===== config.mk =====
export PLATFORM = sky130hd
export DESIGN_NAME = ring_router_demux_flat
export DESIGN_NICKNAME = d
export VERILOG_FILES = /design/src/rtl/ring_router_demux_if.sv /design/src/rtl/ring_router_demux.sv /design/src/flat_wrapper.sv
export SDC_FILE = /design/constraint.sdc
export NUM_CORES = 1
export LEC_CHECK = 0
export CORE_UTILIZATION = 36
export DETAILED_ROUTE_END_ITERATION = 8
export PLACE_DENSITY = 0.93
export SYNTH_ARGS = -nofsm -noshare
export SYNTH_HDL_FRONTEND = slang
export SYNTH_SLANG_ARGS = --single-unit

===== constraint.sdc =====
create_clock -name clk -period 5.8 [get_ports clk]
set_input_delay 0.58 -clock clk [delete_from_list [all_inputs] [get_ports clk]]
set_output_delay 0.58 -clock clk [all_outputs]
set_load 0.02 [all_outputs]

===== src/rtl/ring_router_demux_if.sv =====
// ============================================================================
//  Module      : dii_channel
//  Description : DII flit channel (16-bit data, first/last framing, valid/ready).
//  Revision    : 1.0 - initial release
// ============================================================================
`default_nettype none

interface dii_channel;
  logic [15:0] data;
  logic        first;
  logic        last;
  logic        valid;
  logic        ready;

  modport master (output data, output first, output last, output valid, input  ready);
  modport slave  (input  data, input  first, input  last, input  valid, output ready);
endinterface

`default_nettype wire


===== src/rtl/ring_router_demux.sv =====
// ============================================================================
//  Module      : ring_router_demux
//  Description : Debug-ring ingress; steers each worm to the local port or on
//                down the ring, discarding and counting orphan flits.
//  Revision    : 1.0 - initial release
// ============================================================================
`default_nettype none

module ring_router_demux #(
  parameter int DEST_WIDTH = 10,
  parameter int CNT_WIDTH  = 8
) (
  input  logic                  clk,
  input  logic                  rst,
  input  logic [DEST_WIDTH-1:0] id,
  dii_channel.slave             in,
  dii_channel.master            out_local,
  dii_channel.master            out_ring,
  output logic [CNT_WIDTH-1:0]  drop_cnt
);

  typedef enum logic [1:0] {
    IDLE       = 2'd0,
    WORM_LOCAL = 2'd1,
    WORM_RING  = 2'd2
  } state_t;

  state_t               r_state;
  logic [CNT_WIDTH-1:0] r_drop_cnt;

  logic w_dest_hit;
  logic w_sel_local;
  logic w_sel_ring;
  logic w_xfer;
  logic w_orphan;

  assign w_dest_hit = (in.data[DEST_WIDTH-1:0] == id);

  // In IDLE the decision comes from the head flit; mid-worm it is locked by state.
  assign w_sel_local = (r_state == WORM_LOCAL) || ((r_state == IDLE) && in.first &&  w_dest_hit);
  assign w_sel_ring  = (r_state == WORM_RING)  || ((r_state == IDLE) && in.first && !w_dest_hit);

  // Ready never looks at in.valid; orphans in IDLE are always accepted.
  assign in.ready = !rst && (w_sel_local ? out_local.ready :
                             w_sel_ring  ? out_ring.ready  : 1'b1);

  assign out_local.data  = in.data;
  assign out_local.first = in.first;
  assign out_local.last  = in.last;
  assign out_local.valid = !rst && in.valid && w_sel_local;

  assign out_ring.data   = in.data;
  assign out_ring.first  = in.first;
  assign out_ring.last   = in.last;
  assign out_ring.valid  = !rst && in.valid && w_sel_ring;

  assign w_xfer   = in.valid && in.ready;
  assign w_orphan = w_xfer && (r_state == IDLE) && !in.first;

  always_ff @(posedge clk) begin
    if (rst) begin
      r_state    <= IDLE;
      r_drop_cnt <= '0;
    end else begin
      if (w_orphan && !(&r_drop_cnt)) begin
        r_drop_cnt <= r_drop_cnt + 1'b1;
      end
      case (r_state)
        IDLE: begin
          if (w_xfer && in.first && !in.last) begin
            r_state <= w_dest_hit ? WORM_LOCAL : WORM_RING;
          end
        end
        WORM_LOCAL, WORM_RING: begin
          if (w_xfer && in.last) begin
            r_state <= IDLE;
          end
        end
        default: r_state <= IDLE;
      endcase
    end
  end

  assign drop_cnt = r_drop_cnt;

endmodule

`default_nettype wire


===== src/flat_wrapper.sv =====
// flat-port wrapper written by rule: the top's interface ports become plain ports
module ring_router_demux_flat 
#(
  parameter int DEST_WIDTH = 10,
  parameter int CNT_WIDTH  = 8
)
  (clk, rst, id, drop_cnt, in_data, in_first, in_last, in_valid, in_ready, out_local_data, out_local_first, out_local_last, out_local_valid, out_local_ready, out_ring_data, out_ring_first, out_ring_last, out_ring_valid, out_ring_ready);
  dii_channel in_i ();
  dii_channel out_local_i ();
  dii_channel out_ring_i ();
  input  logic clk;
  input  logic rst;
  input  logic [DEST_WIDTH-1:0] id;
  output logic [CNT_WIDTH-1:0] drop_cnt;
  input wire logic [$bits(in_i.data)-1:0] in_data;
  input wire logic [$bits(in_i.first)-1:0] in_first;
  input wire logic [$bits(in_i.last)-1:0] in_last;
  input wire logic [$bits(in_i.valid)-1:0] in_valid;
  output wire logic [$bits(in_i.ready)-1:0] in_ready;
  output wire logic [$bits(out_local_i.data)-1:0] out_local_data;
  output wire logic [$bits(out_local_i.first)-1:0] out_local_first;
  output wire logic [$bits(out_local_i.last)-1:0] out_local_last;
  output wire logic [$bits(out_local_i.valid)-1:0] out_local_valid;
  input wire logic [$bits(out_local_i.ready)-1:0] out_local_ready;
  output wire logic [$bits(out_ring_i.data)-1:0] out_ring_data;
  output wire logic [$bits(out_ring_i.first)-1:0] out_ring_first;
  output wire logic [$bits(out_ring_i.last)-1:0] out_ring_last;
  output wire logic [$bits(out_ring_i.valid)-1:0] out_ring_valid;
  input wire logic [$bits(out_ring_i.ready)-1:0] out_ring_ready;
  assign in_i.data = in_data;
  assign in_i.first = in_first;
  assign in_i.last = in_last;
  assign in_i.valid = in_valid;
  assign in_ready = in_i.ready;
  assign out_local_data = out_local_i.data;
  assign out_local_first = out_local_i.first;
  assign out_local_last = out_local_i.last;
  assign out_local_valid = out_local_i.valid;
  assign out_local_i.ready = out_local_ready;
  assign out_ring_data = out_ring_i.data;
  assign out_ring_first = out_ring_i.first;
  assign out_ring_last = out_ring_i.last;
  assign out_ring_valid = out_ring_i.valid;
  assign out_ring_i.ready = out_ring_ready;
  ring_router_demux #(.DEST_WIDTH(DEST_WIDTH), .CNT_WIDTH(CNT_WIDTH)) u_core (.clk(clk), .rst(rst), .id(id), .in(in_i), .out_local(out_local_i), .out_ring(out_ring_i), .drop_cnt(drop_cnt));
endmodule

==> reports/qor.csv <==
stage,metric,value,unit
outcome,status,"finished, final reports clean",
yosys,netlist-cell-type-count,30,
die,die_x,55.84,um
worst_setup_path,r2r_cells,8,
sta,period_minus_slack,3258,ps
sta,final_hold_viol_count,0,
global_route,grt-ovfl-total,0,
die,start_util,37.84,%
routing,vias,904,
worst_setup_path,critPathMaxStageDelay,640,ps
die,dieArea,3118,sq um
clock_tree,cts_resized,0,
worst_setup_path,crit_family,buffers and inverters,
placement,port-buffer-count,61,
clock_tree,postCtsSetupRepairBufs,0,
sta,slew_headroom,61.13,%
worst_setup_path,cp_cell_sequence,clkdlybuf4s50_1 > xnor2_1 > nand4_1 > nor4_2 > nor2_1 > a211oi_1 > clkdlybuf4s50_1,
clock_tree,clk_pin_slew_worst_paths,60,ps
clock_tree,cts_max_path_buffers,2,
worst_setup_path,crit_path_end_kind,primary output,
clock_tree,cts_tree,built,
sta,fmax,306.9,MHz
clock_tree,cts_hold_buf,0,
finish,nets,192,
sta,rsz0062_at_grt,false,
clock_tree,clock-sinks,10,
worst_setup_path,reg2reg_to,u_core.drop_cnt[6],
die,core,2758,sq um
power,ir_drop,100.9,uV
global_route,antenna_found_initial,0,
finish,layout_commonest_cell,clkdlybuf4s50_1,
finish,area_growth,39.45,%
sta,tightest_slew,581.2,ps
routing,drt_first_pass_iters,4,
worst_setup_path,rrSetupSlack,3750,ps
worst_setup_path,start_kind,primary input,
die,row_count,19,
yosys,synth_area,1044,sq um
hold_path,holdPathStages,2,
hold_path,holdCritPathClass,flip-flop to flip-flop,
yosys,synth_cells,126,
clock_tree,cts_root_buf,clkbuf_4,
yosys,yosysWarnings,0,
worst_setup_path,critPathKind,primary input to primary output,
yosys,syn_area_per_cell,8.282,sq um
routing,wl_per_cell,11.87,um
yosys,synth_seq_cells,10,
hold_path,min_to,u_core.drop_cnt[7],
finish,num_antenna_cells,0,
die,ioPinCount,80,
routing,via_per_inst,4.886,
worst_setup_path,cp_max_fo,3,
global_route,grt_pass1_wl,3519,um
placement,place_hpwl,1801,um
yosys,seq_area_frac_synth,19.18,%
global_route,grt_pass1_vias,814,
sta,period_share,56.17,%
worst_setup_path,crit_top_cell,clkdlybuf4s50_1,
worst_setup_path,worstPathArrival,2680,ps
yosys,async_reset_ff_share,0,%
routing,wl,2196,um
yosys,synth.net_count,163,
sta,drv_slew,0,
hold_path,min_from,u_core.drop_cnt[7],
worst_setup_path,worst_ep_required_time,5220,ps
finish,postLayoutCellArea,1455,sq um
sta,setup_violations,0,
flow_run,max_cap_violations,0,
placement,place_area,1419,sq um
routing,drc,0,
finish,drive_above_1_share,6.494,%
worst_setup_path,critical_path.slowest_cell,clkdlybuf4s50_1,
finish,fillCellCount,279,
sta,setup_tns,0,ps
yosys,synth_flop_cell,dfxtp_1,
worst_setup_path,path_buf_inv,2,
finish,mostFrequentLayoutCells,"clkdlybuf4s50_1 (61), nor2_1 (14), xnor2_1 (11)",
clock_tree,insertion_delay,260,ps
routing,ant_nets,0,
worst_setup_path,rr_startpoint,u_core.r_state[0],
global_route,grtUsageTotal,13.62,%
placement,gp_congestion,0.8313,
clock_tree,cts_buffers,3,
clock_tree,htree_levels,1,
global_route,grt_start_max_net_pins,14,
yosys,synth-edff-count,0,
sta,clock_skew,1.955,ps
power,p_leak,0.0005132,uW
sta,whs,532.8,ps
power,p_per_area,142.9,nW/um^2
die,fp.dieH,55.84,um
routing,dr.first_iter.drc_count,10,
per-stage QoR:
stage | utilization (%) | instances | setup slack, ps | power (uW)
floorplan | - | 126 | 3427 | 128.5
global placement | 51.45 | 181 | 2560 | 146.9
detailed placement | 51.45 | 181 | 2513 | 148.0
CTS | 52.77 | 185 | 2515 | 210.4
global route | 52.77 | 185 | 2375 | 218.7
finish | 52.77 | 185 | 2542 | 208.0
metal layers:
layer  global-route usage (%)  wire [um]  vias to the layer above
met5                        0          0                        -
met4                    4.530         26                        0
met3                    3.488        213                        3
met2                    23.75       1033                       42
met1                    16.26        924                      406
li1                         -          -                      453
cell families after synthesis:
| logic type | after synthesis | share of synthesized area (%) |
|---|---|---|
| buf+inv | 39 | 26.98 |
| xor+xnor | 17 | 14.27 |
| flops | 10 | 19.18 |
| simple gates | 43 | 21.58 |
| mux | 3 | 2.998 |
| fa+ha+maj | 4 | 4.796 |
| compound gates | 10 | 10.19 |
flip-flops by register name (all words and copies together) (netlist names):
signal,flops
u_core.drop_cnt,8
u_core.r_state,2
Yosys cell counts (all sizes together) (2+ instances only):
cell type  count  area (sq um)
buf           36         270.3
nor2          14         52.55
xnor2         11         96.34
dfxtp         10         200.2
nand2          7         26.28
nand4          7         43.79
xor2           6         52.55
ha             4         50.05
and3           3         18.77
nand2b         3         18.77
nor3           3         15.01
inv            2         7.510
mux2i          2         20.02
nand3          2         10.01
nor2b          2         20.02
power by group:
part	internal [uW]	leakage, uW	total [uW]	switching, uW
clock network	38.1	0.0000210	61.9	23.8
registers	69.3	0.0000807	69.9	0.633
logic	42.0	0.000412	76.1	34.1
cell type report:
cell class,instances,area [sq um],area share (%)
Timing Repair Buffer,61,610.6,41.96
Multi-Input combinational cell,77,561.8,38.61
Sequential cell,10,200.2,13.76
Tap cell,31,38.79,2.666
Clock buffer,4,36.28,2.494
Inverter,2,7.507,0.5159
worst max-delay path by stage:
stage / cells past startpoint / from / slack, ps / endpoint
CTS: 7 / in_data[3] / 2510 / in_ready
floorplan: 5 / id[3] / 3430 / in_ready
global route: 7 / in_data[4] / 2370 / in_ready
detailed placement: 7 / in_data[3] / 2510 / in_ready
finish: 7 / in_data[3] / 2540 / in_ready
global placement: 7 / in_data[6] / 2560 / in_ready
worst min-delay path, stage by stage, from the launching register on:
cell and delay, ps:
dfxtp_1 350, xor2_1 70, nor2_1 70
No activity file was read; power rests on OpenSTA's default activity.
